$ cat src/rtl/ir_nec_pkg.sv
// Shared NEC timing constants and transmitter state encoding.
// The repeat-code states exist only when IR_TX_REPEAT_EN is defined.
package ir_nec_pkg;

  localparam int UNIT_CYC_DEF     = 28125;
  localparam int CARRIER_HALF_DEF = 658;

  localparam int LEAD_MARK_U  = 16;
  localparam int LEAD_SPACE_U = 8;
  localparam int BIT_U        = 1;
  localparam int ONE_SPACE_U  = 3;
  localparam int REP_SPACE_U  = 4;
  localparam int FRAME_U      = 121;
  localparam int REP_PERIOD_U = 196;

  // Gap lengths chosen so every sequence starts one full repeat period after the previous one
  localparam int REP_SEQ_U       = LEAD_MARK_U + REP_SPACE_U + BIT_U;
  localparam int REP_GAP_FRAME_U = REP_PERIOD_U - FRAME_U;
  localparam int REP_GAP_REP_U   = REP_PERIOD_U - REP_SEQ_U;

  typedef enum logic [3:0] {
    IDLE,
    LEAD_MARK,
    LEAD_SPACE,
    BIT_MARK,
    BIT_SPACE,
    STOP_MARK
`ifdef IR_TX_REPEAT_EN
    ,
    REP_GAP,
    REP_MARK,
    REP_SPACE,
    REP_STOP
`endif
  } state_t;

  function automatic logic is_mark(input state_t s);
    logic m;
    m = 1'b0;
    case (s)
      LEAD_MARK, BIT_MARK, STOP_MARK: m = 1'b1;
`ifdef IR_TX_REPEAT_EN
      REP_MARK, REP_STOP:             m = 1'b1;
`endif
      default:                        m = 1'b0;
    endcase
    return m;
  endfunction

endpackage

$ cat src/rtl/ir_carrier_gen.sv
// Restartable 50% duty carrier; a restart makes the next cycle begin a full high half-period.
module ir_carrier_gen
  import ir_nec_pkg::*;
#(
  parameter int CARRIER_HALF = CARRIER_HALF_DEF
) (
  input  logic clk,
  input  logic rst_n,
  input  logic restart,
  input  logic en,
  output logic carrier_o
);

  localparam int CW = (CARRIER_HALF > 1) ? $clog2(CARRIER_HALF) : 1;
  localparam logic [CW-1:0] HALF_LAST = CW'(CARRIER_HALF - 1);

  logic [CW-1:0] halfCnt_q, halfCnt_d;
  logic          carrier_q, carrier_d;

  always_comb begin
    halfCnt_d = halfCnt_q;
    carrier_d = carrier_q;
    if (restart) begin
      halfCnt_d = '0;
      carrier_d = 1'b1;
    end else if (en) begin
      if (halfCnt_q == HALF_LAST) begin
        halfCnt_d = '0;
        carrier_d = ~carrier_q;
      end else begin
        halfCnt_d = halfCnt_q + 1'b1;
      end
    end
  end

  always_ff @(posedge clk) begin
    if (!rst_n) begin
      halfCnt_q <= '0;
      carrier_q <= 1'b0;
    end else begin
      halfCnt_q <= halfCnt_d;
      carrier_q <= carrier_d;
    end
  end

  assign carrier_o = carrier_q;

endmodule

$ cat src/rtl/ir_nec_tx.sv
// NEC infrared frame transmitter: leader, 32 LSB-first data bits, stop mark, modulated and envelope outputs.
// Defining IR_TX_REPEAT_EN adds key-held repeat codes driven by rep_hold.
module ir_nec_tx
  import ir_nec_pkg::*;
#(
  parameter int UNIT_CYC     = UNIT_CYC_DEF,
  parameter int CARRIER_HALF = CARRIER_HALF_DEF
) (
  input  logic       clk,
  input  logic       rst_n,
  input  logic       start,
  input  logic [7:0] addr,
  input  logic [7:0] cmd,
  input  logic       rep_hold,
  output logic       busy,
  output logic       done,
  output logic       ir_out,
  output logic       ir_env
);

  localparam logic [14:0] UNIT_LAST = 15'(UNIT_CYC - 1);

  state_t      state_q, state_d;
  logic [14:0] cycCnt_q, cycCnt_d;
  logic [7:0]  unitCnt_q, unitCnt_d;
  logic [5:0]  bitCnt_q, bitCnt_d;
  logic [31:0] shiftReg_q, shiftReg_d;
  logic        done_q, done_d;

  logic        unitTick;
  logic        stateEnd;
  logic [7:0]  stateUnits;
  logic        markNow;
  logic        carrierRestart;
  logic        carrier;

`ifdef IR_TX_REPEAT_EN
  logic        gapLong_q, gapLong_d;
`else
  logic        repHoldUnused;
  assign repHoldUnused = rep_hold;
`endif

  // Length of the current state in NEC units; data spaces depend on the bit being sent
  always_comb begin
    stateUnits = 8'(BIT_U);
    case (state_q)
      LEAD_MARK:  stateUnits = 8'(LEAD_MARK_U);
      LEAD_SPACE: stateUnits = 8'(LEAD_SPACE_U);
      BIT_SPACE:  stateUnits = shiftReg_q[0] ? 8'(ONE_SPACE_U) : 8'(BIT_U);
`ifdef IR_TX_REPEAT_EN
      REP_GAP:    stateUnits = gapLong_q ? 8'(REP_GAP_REP_U) : 8'(REP_GAP_FRAME_U);
      REP_MARK:   stateUnits = 8'(LEAD_MARK_U);
      REP_SPACE:  stateUnits = 8'(REP_SPACE_U);
`endif
      default:    stateUnits = 8'(BIT_U);
    endcase
  end

  assign unitTick = (cycCnt_q == UNIT_LAST);
  assign stateEnd = (state_q != IDLE) && unitTick && (unitCnt_q == stateUnits - 8'd1);

  // The cycle counter runs freely through the whole sequence, so every boundary stays on a unit multiple
  always_comb begin
    state_d    = state_q;
    cycCnt_d   = cycCnt_q;
    unitCnt_d  = unitCnt_q;
    bitCnt_d   = bitCnt_q;
    shiftReg_d = shiftReg_q;
    done_d     = 1'b0;
`ifdef IR_TX_REPEAT_EN
    gapLong_d  = gapLong_q;
`endif
    if (state_q == IDLE) begin
      if (start) begin
        state_d    = LEAD_MARK;
        cycCnt_d   = '0;
        unitCnt_d  = '0;
        bitCnt_d   = '0;
        shiftReg_d = {~cmd, cmd, ~addr, addr};
      end
    end else begin
      cycCnt_d = unitTick ? 15'd0 : cycCnt_q + 15'd1;
      if (unitTick) begin
        unitCnt_d = stateEnd ? 8'd0 : unitCnt_q + 8'd1;
      end
      if (stateEnd) begin
        case (state_q)
          LEAD_MARK:  state_d = LEAD_SPACE;
          LEAD_SPACE: state_d = BIT_MARK;
          BIT_MARK:   state_d = BIT_SPACE;
          BIT_SPACE: begin
            shiftReg_d = shiftReg_q >> 1;
            bitCnt_d   = bitCnt_q + 6'd1;
            state_d    = (bitCnt_q == 6'd31) ? STOP_MARK : BIT_MARK;
          end
          STOP_MARK: begin
`ifdef IR_TX_REPEAT_EN
            if (rep_hold) begin
              state_d   = REP_GAP;
              gapLong_d = 1'b0;
            end else begin
              state_d = IDLE;
              done_d  = 1'b1;
            end
`else
            state_d = IDLE;
            done_d  = 1'b1;
`endif
          end
`ifdef IR_TX_REPEAT_EN
          REP_GAP:   state_d = REP_MARK;
          REP_MARK:  state_d = REP_SPACE;
          REP_SPACE: state_d = REP_STOP;
          REP_STOP: begin
            if (rep_hold) begin
              state_d   = REP_GAP;
              gapLong_d = 1'b1;
            end else begin
              state_d = IDLE;
              done_d  = 1'b1;
            end
          end
`endif
          default: state_d = IDLE;
        endcase
      end
    end
  end

  always_ff @(posedge clk) begin
    if (!rst_n) begin
      state_q    <= IDLE;
      cycCnt_q   <= '0;
      unitCnt_q  <= '0;
      bitCnt_q   <= '0;
      shiftReg_q <= '0;
      done_q     <= 1'b0;
`ifdef IR_TX_REPEAT_EN
      gapLong_q  <= 1'b0;
`endif
    end else begin
      state_q    <= state_d;
      cycCnt_q   <= cycCnt_d;
      unitCnt_q  <= unitCnt_d;
      bitCnt_q   <= bitCnt_d;
      shiftReg_q <= shiftReg_d;
      done_q     <= done_d;
`ifdef IR_TX_REPEAT_EN
      gapLong_q  <= gapLong_d;
`endif
    end
  end

  // Restart the carrier one cycle early so the first mark cycle is already high
  assign markNow        = is_mark(state_q);
  assign carrierRestart = is_mark(state_d) && !markNow;

  ir_carrier_gen #(
    .CARRIER_HALF(CARRIER_HALF)
  ) u_carrier (
    .clk      (clk),
    .rst_n    (rst_n),
    .restart  (carrierRestart),
    .en       (markNow),
    .carrier_o(carrier)
  );

  assign busy   = (state_q != IDLE);
  assign done   = done_q;
  assign ir_out = markNow & carrier;
  assign ir_env = ~markNow;

endmodule
$ cat config.mk
export PLATFORM = sky130hd
export DESIGN_NAME = ir_nec_tx
export DESIGN_NICKNAME = d
export VERILOG_FILES = /design/src/rtl/ir_nec_pkg.sv /design/src/rtl/ir_carrier_gen.sv /design/src/rtl/ir_nec_tx.sv
export SDC_FILE = /design/constraint.sdc
export NUM_CORES = 1
export LEC_CHECK = 0
export CORE_ASPECT_RATIO = 1.2
export CORE_UTILIZATION = 45
export DETAILED_ROUTE_END_ITERATION = 8
export PLACE_DENSITY = 0.69
export SYNTH_ARGS = -nofsm -noshare
export SYNTH_HDL_FRONTEND = slang
export SYNTH_SLANG_ARGS = --single-unit
$ cat constraint.sdc
create_clock -name clk -period 4.2 [get_ports clk]
set_clock_uncertainty 0.05 [all_clocks]
set_input_delay 0.84 -clock clk [delete_from_list [all_inputs] [get_ports clk]]
set_output_delay 0.84 -clock clk [all_outputs]
set_load 0.05 [all_outputs]
## Word level (Yosys, flattened, before mapping)

Cells that the tools add are included.
Widths: inputs -> output; s select.

| word-level totals | value |
|---|---|
| flip-flop bits (word level) | 77 |
| latch bits | 0 |
| memory bits (writable) | 0 |
| memory bits (read-only) | 0 |
| bits of input ports | 20 |
| output and inout bits | 4 |
| logic and storage cells | 80 |
| memories kept | 0 |

| cells by class | value |
|---|---|
| add/sub/neg operators | 5 |
| $mul | 0 |
| div/mod/pow operators | 0 |
| magnitude comparators | 0 |
| equality and inequality tests | 13 |
| shift operators | 0 |
| muxes and demuxes | 29 |
| bitwise operators | 7 |
| reduce and logical (&&, ||, !) cells | 18 |

Operators by type and width:

| cell | number |
|---|---|
| $mux 32 | 4 |
| $mux 15 | 3 |
| $mux 8 | 4 |
| $mux 6 | 4 |
| $not 8->8 | 2 |
| $add 15x1->15 const B | 1 |
| $eq 15x15->1 const B | 1 |
| $pmux 5 s3 | 1 |
| $eq 4x2->1 const B | 3 |
| $eq 4x3->1 const B | 3 |
| $mux 4 | 3 |
| $pmux 3 s4 | 1 |
| $add 10x1->10 const B | 1 |
| $eq 10x10->1 const B | 1 |
| $mux 10 | 1 |
| $reduce_bool 2->1 | 5 |
| $reduce_or 3->1 | 3 |
| $add 8x1->8 const B | 1 |
| $eq 4x1->1 const B | 2 |
| $eq 8x8->1 | 1 |
| $sub 8x1->8 const B | 1 |
| $add 6x1->6 const B | 1 |
| $eq 6x5->1 const B | 1 |
| $mux 1 | 6 |
| other kinds (12) | 18 |

## Depth between registers and ports, before layout

| depth | value |
|---|---|
| depth after elaboration | 13 |
| mapped depth | 14 |
| depth with buffers taken out | 11 |

## By module

From an unflattened synthesis, not the netlist that was laid out.

| second synthesis, totals | value |
|---|---|
| cells, all modules | 477 |
| area, all modules | 4031.4 µm² |

Modules (own cells, without submodules):

| module | times used | cells an instance | area an instance (µm²) | seq. area each (µm²) |
|---|---|---|---|---|
| ir_nec_tx | 1 | 424 | 3512.1 | 1321.3 |
| ir_carrier_gen | 1 | 53 | 519.2 | 220.2 |

## Worst setup path after synthesis

Ideal clock, no wire load.

| path | value |
|---|---|
| path type | register to register |
| start | reg state_q[2] |
| end | reg shiftReg_q[16] |
| library setup time | 81 ps |
| arrival time | 3514 ps |
| required time | 4069 ps |
| setup slack | 555 ps |
| stages on the path, launching flop included | 15 |
| path buffers | 3 |
| clock period less this slack | 3645 ps |
| cell sequence | dfxtp_1 > buf_1 > inv_1 > nor4_1 > nand2_1 > ha_1 > ha_1 > xnor2_1 > or4_4 > nor4_4 > nand4_2 > and2_1 > buf_2 > buf_6 > a211oi_2 |

| between the ends | value |
|---|---|
| word-level cells in the longest chain between the ends | 7 |
| elaborated cells between the ends (all ways) | 15 |
| classes of those cells | add/sub: 1; eq/ne: 5; mux: 2; reduce/logical: 7 |

Ends and longest elaborated chain:

| element | line | source |
|---|---|---|
| start: declaration | ir_nec_tx.sv:23 | `state_t state_q, state_d;` |
| start signal: assignment | ir_nec_tx.sv:143 | `state_q <= state_d;` |
| $eq 4x3->1, or another cell as far along | ir_nec_tx.sv:47, ir_nec_tx.sv:88 |  |
| $pmux 5 s3 | ir_nec_tx.sv:47 | `case (state_q)` |
| $sub 8x1->8 | ir_nec_tx.sv:61 | `assign stateEnd = (state_q != IDLE) && unitTick && (unitCnt_q == stateUnits - 8'd1);` |
| $eq 8x8->1 | ir_nec_tx.sv:61 |  |
| $logic_and 1x1->1 | ir_nec_tx.sv:61 |  |
| $reduce_bool 2->1 (no line) | - |  |
| $reduce_and 3->1 (no line) | - |  |
| end signal: assignment | ir_nec_tx.sv:147 | `shiftReg_q <= shiftReg_d;` |
| end: declaration | ir_nec_tx.sv:27 | `logic [31:0] shiftReg_q, shiftReg_d;` |

Several ways; a longest one is shown, not always the timed one.
A chain may end at the register's enable or synchronous reset.

## Worst setup path after layout

| path | value |
|---|---|
| start | reg state_q[1] |
| end | reg shiftReg_q[31] |

The elaborated chain is that of the path after synthesis.

==> impl_metrics.csv <==
group,metric,value,unit
status,status,"complete, no violations",
setup_path,rr_endpoint,"shiftReg_q[31]",
clock_tree,path_clk_slew,0.08,ns
floorplan,initial_core_util,46.6,%
timing,fin_ws,0.276,ns
power,peakVddDrop,0.187,mV
cells_and_area,mostFrequentLayoutCell,"dfxtp_1",
power,leakage,1.57,nW
synthesis,synthesis.nets,516,
synthesis,yosys_warnings,0,
clock_tree,clk_latency,0.35,ns
worst_hold_path,whs_endpoint,"shiftReg_q[24]",
place,dp_slack,0.321,ns
cells_and_area,diodes,0,
clock_tree,clock-sinks,77,
routing,wl_per_cell,14.1,um
setup_path,crit_path_top_delay_cell,"or4_4",
setup_path,path_max_fanout,34,
setup_path,critical_path_class,"register to register",
clock_tree,htreeDepth,3,
setup_path,reg2reg_depth,11,
clock_tree,cts_resized,0,
floorplan,die_w,87.9,um
clock_tree,clockBufferDepth,2,
timing,min_period,3.92,ns
routing,wl,8720,um
global_route,grt_pass1_vias,3282,
timing,post-route-period-util,93.4,%
floorplan,die_area,9240,sq um
synthesis,synth_top_cells_by_area,"dfxtp_1, a21oi_1, nand2_1, a211oi_2, o21ai_0",
routing,initialDrtViolationCount,197,
cells_and_area,layout.cells.most_common_list,"dfxtp_1, nand2_1, a21oi_1",
global_route,track_usage,19.9,%
routing,firstDrtPassIters,4,
setup_path,path_cells,"nor4_1 > nand2_1 > ha_1 > ha_1 > xnor2_1 > or4_4 > nor4_4 > nand4_2 > and2_1 > buf_4 > o41ai_1",
setup_path,crit_top_cell,"ha_1",
floorplan,rows,37,
setup_path,rrSetupSlack,0.28,ns
setup_path,r2r_start,"state_q[1]",
cells_and_area,drive_above_1_share,8.95,%
synthesis,yosysTopAreaCellShare,38.7,%
power,p_per_area,370,nW/um^2
synthesis,syn-cell-area,3990,sq um
routing,via_per_inst,5.73,
synthesis,syn_avg_cell_area,8.17,sq um
place,place_congestion,0.839,
clock_tree,ctsHoldBuffers,0,
cells_and_area,syn_to_final_growth,13.7,%
setup_path,cp-start-kind,"register",
setup_path,crit_path_end_kind,"register",
timing,fmax,255,MHz
routing,ant_nets,0,
routing,num_vias,3555,
global_route,grt_max_degree,46,
synthesis,synth.distinct_cells,52,
synthesis,ys_seq_area_share,38.7,%
setup_path,cp.arrival,4.12,ns
routing,drc,0,
synthesis,yosys.area.top_type,"dfxtp_1",
place,hpwl,5730,um
setup_path,cpPeakStageDelay,0.50,ns
run,maxCapViolations,0,
global_route,antenna_found_initial,0,
cells_and_area,fin_nets,527,
worst_hold_path,hold_depth,2,
worst_hold_path,min_path_type,"register to register",
timing,slew_viol_final,0,
global_route,grt_overflow,0,
timing,rsz0062_at_grt,"no",
synthesis,synth_ff_type,"dfxtp_1",
synthesis,netlist_instances,488,
synthesis,ys_async_sr_fraction,0,%
clock_tree,cts_made_buffers,9,
setup_path,crit_path_start,"state_q[1]",
setup_path,path_buf_inv,1,
worst_hold_path,min_from,"shiftReg_q[24]",
setup_path,crit_required,4.40,ns
clock_tree,post_cts_buffers,0,
timing,worst_slew_pin_slew,0.673,ns
timing,worst_slew_margin_rel,55.0,%
place,portBuffers,22,
floorplan,ioPinCount,24,
floorplan,fp.coreArea,8560,sq um
global_route,grt_pass1_wl,14800,um
timing,hold_viol,0,
setup_path,cpLargestDelayFamily,"simple AND/OR/NAND/NOR gates",
timing,fin_setup_tns,0,ns
synthesis,synth_edf_count,0,
clock_tree,cts_tree,"done",
timing,setup_viol,0,
synthesis,synth_seq_cells,77,
clock_tree,cts_root_buffer,"clkbuf_8",
floorplan,die_h,105,um
[worst max path at each step]
stage | end | cells past startpoint
floorplan | shiftReg_q[16] | 14
global placement | shiftReg_q[31] | 11
detailed placement | shiftReg_q[31] | 11
CTS | shiftReg_q[31] | 11
global route | shiftReg_q[2] | 11
finish | shiftReg_q[31] | 11
[layer usage]
| metal | global-route usage, % | vias to the layer above | part of all wire [%] |
|---|---|---|---|
| met5 | 0 | - | 0 |
| met4 | 6.91 | 0 | 1.3 |
| met3 | 3.95 | 13 | 2.9 |
| met2 | 32.1 | 56 | 48 |
| met1 | 26.1 | 1685 | 48 |
| li1 | - | 1801 | - |
[power breakdown]
group,internal (W),switching [W]
logic,0.0000782,0.000131
clock network,0.000411,0.000280
registers,0.000761,0.0000168
[sequential cells by signal, summed over array words and instances (netlist names)]
register and cells:
shiftReg_q 32, state_q 4, bitCnt_q 6, u_carrier.carrier_o 1, u_carrier.halfCnt_q 10, unitCnt_q 8
cycCnt_q 15, done 1
[final cells by class]
class	count	area, sq um
clock buffer	10	138
clock inverter	5	108
fill	831	4030
inverter	26	97.6
multi-input combinational	354	2220
sequential	77	1540
tap	117	146
timing repair buffer	31	288
[cells in the mapped netlist (all sizes together) (2+ instances only)]
cell type	n
a21oi	44
nor3	18
dfxtp	77
or4	8
ha	8
nand3	18
nand4b	2
and2	7
o31ai	5
nand2b	3
nor3b	2
a31oi	2
nand4	23
a311oi	2
o21ai	45
clkbuf	21
nor4	9
inv	25
a211oi	16
xnor2	9
o211ai	16
and4	3
o2111ai	2
xor2	10
nand2	51
or3	4
buf	10
nor4b	3
nor2	19
nor2b	4
and3	7
o211a	5
[through the flow]
stage | utilization (%) | hold WS, ns | power, W | cell area [sq um] | cells
2_1_floorplan | - | 0.382 | 0.000947 | 3990 | 488
3_3_place_gp | 50.1 | 0.395 | 0.000999 | 4290 | 605
3_5_place_dp | 50.1 | 0.399 | 0.00100 | 4290 | 605
4_1_cts | 52.9 | 0.410 | 0.00169 | 4530 | 620
5_1_grt | 52.9 | 0.441 | 0.00176 | 4530 | 620
6_report | 52.9 | 0.405 | 0.00168 | 4530 | 620
[cell families (layout without fill, tap and decap cells)]
kind of cell	after synthesis	after routing	synth area share, %
AND/OR/NAND/NOR	183	183	25.0
flip-flops	77	77	38.7
adder cells (fa/ha/maj)	8	8	2.51
XOR/XNOR	19	19	4.17
AO/OA/AOI/OAI	144	144	23.8
buffers and inverters	57	72	5.93
[worst reg2reg max path, stage by stage, from the launching register on]
cell and delay, ns:
dfxtp_1 0.45, nor4_1 0.48, nand2_1 0.11, ha_1 0.26, ha_1 0.34, xnor2_1 0.13
or4_4 0.50, nor4_4 0.36, nand4_2 0.33, and2_1 0.28, buf_4 0.25, o41ai_1 0.29
No activity file was read; power rests on OpenSTA's default activity.
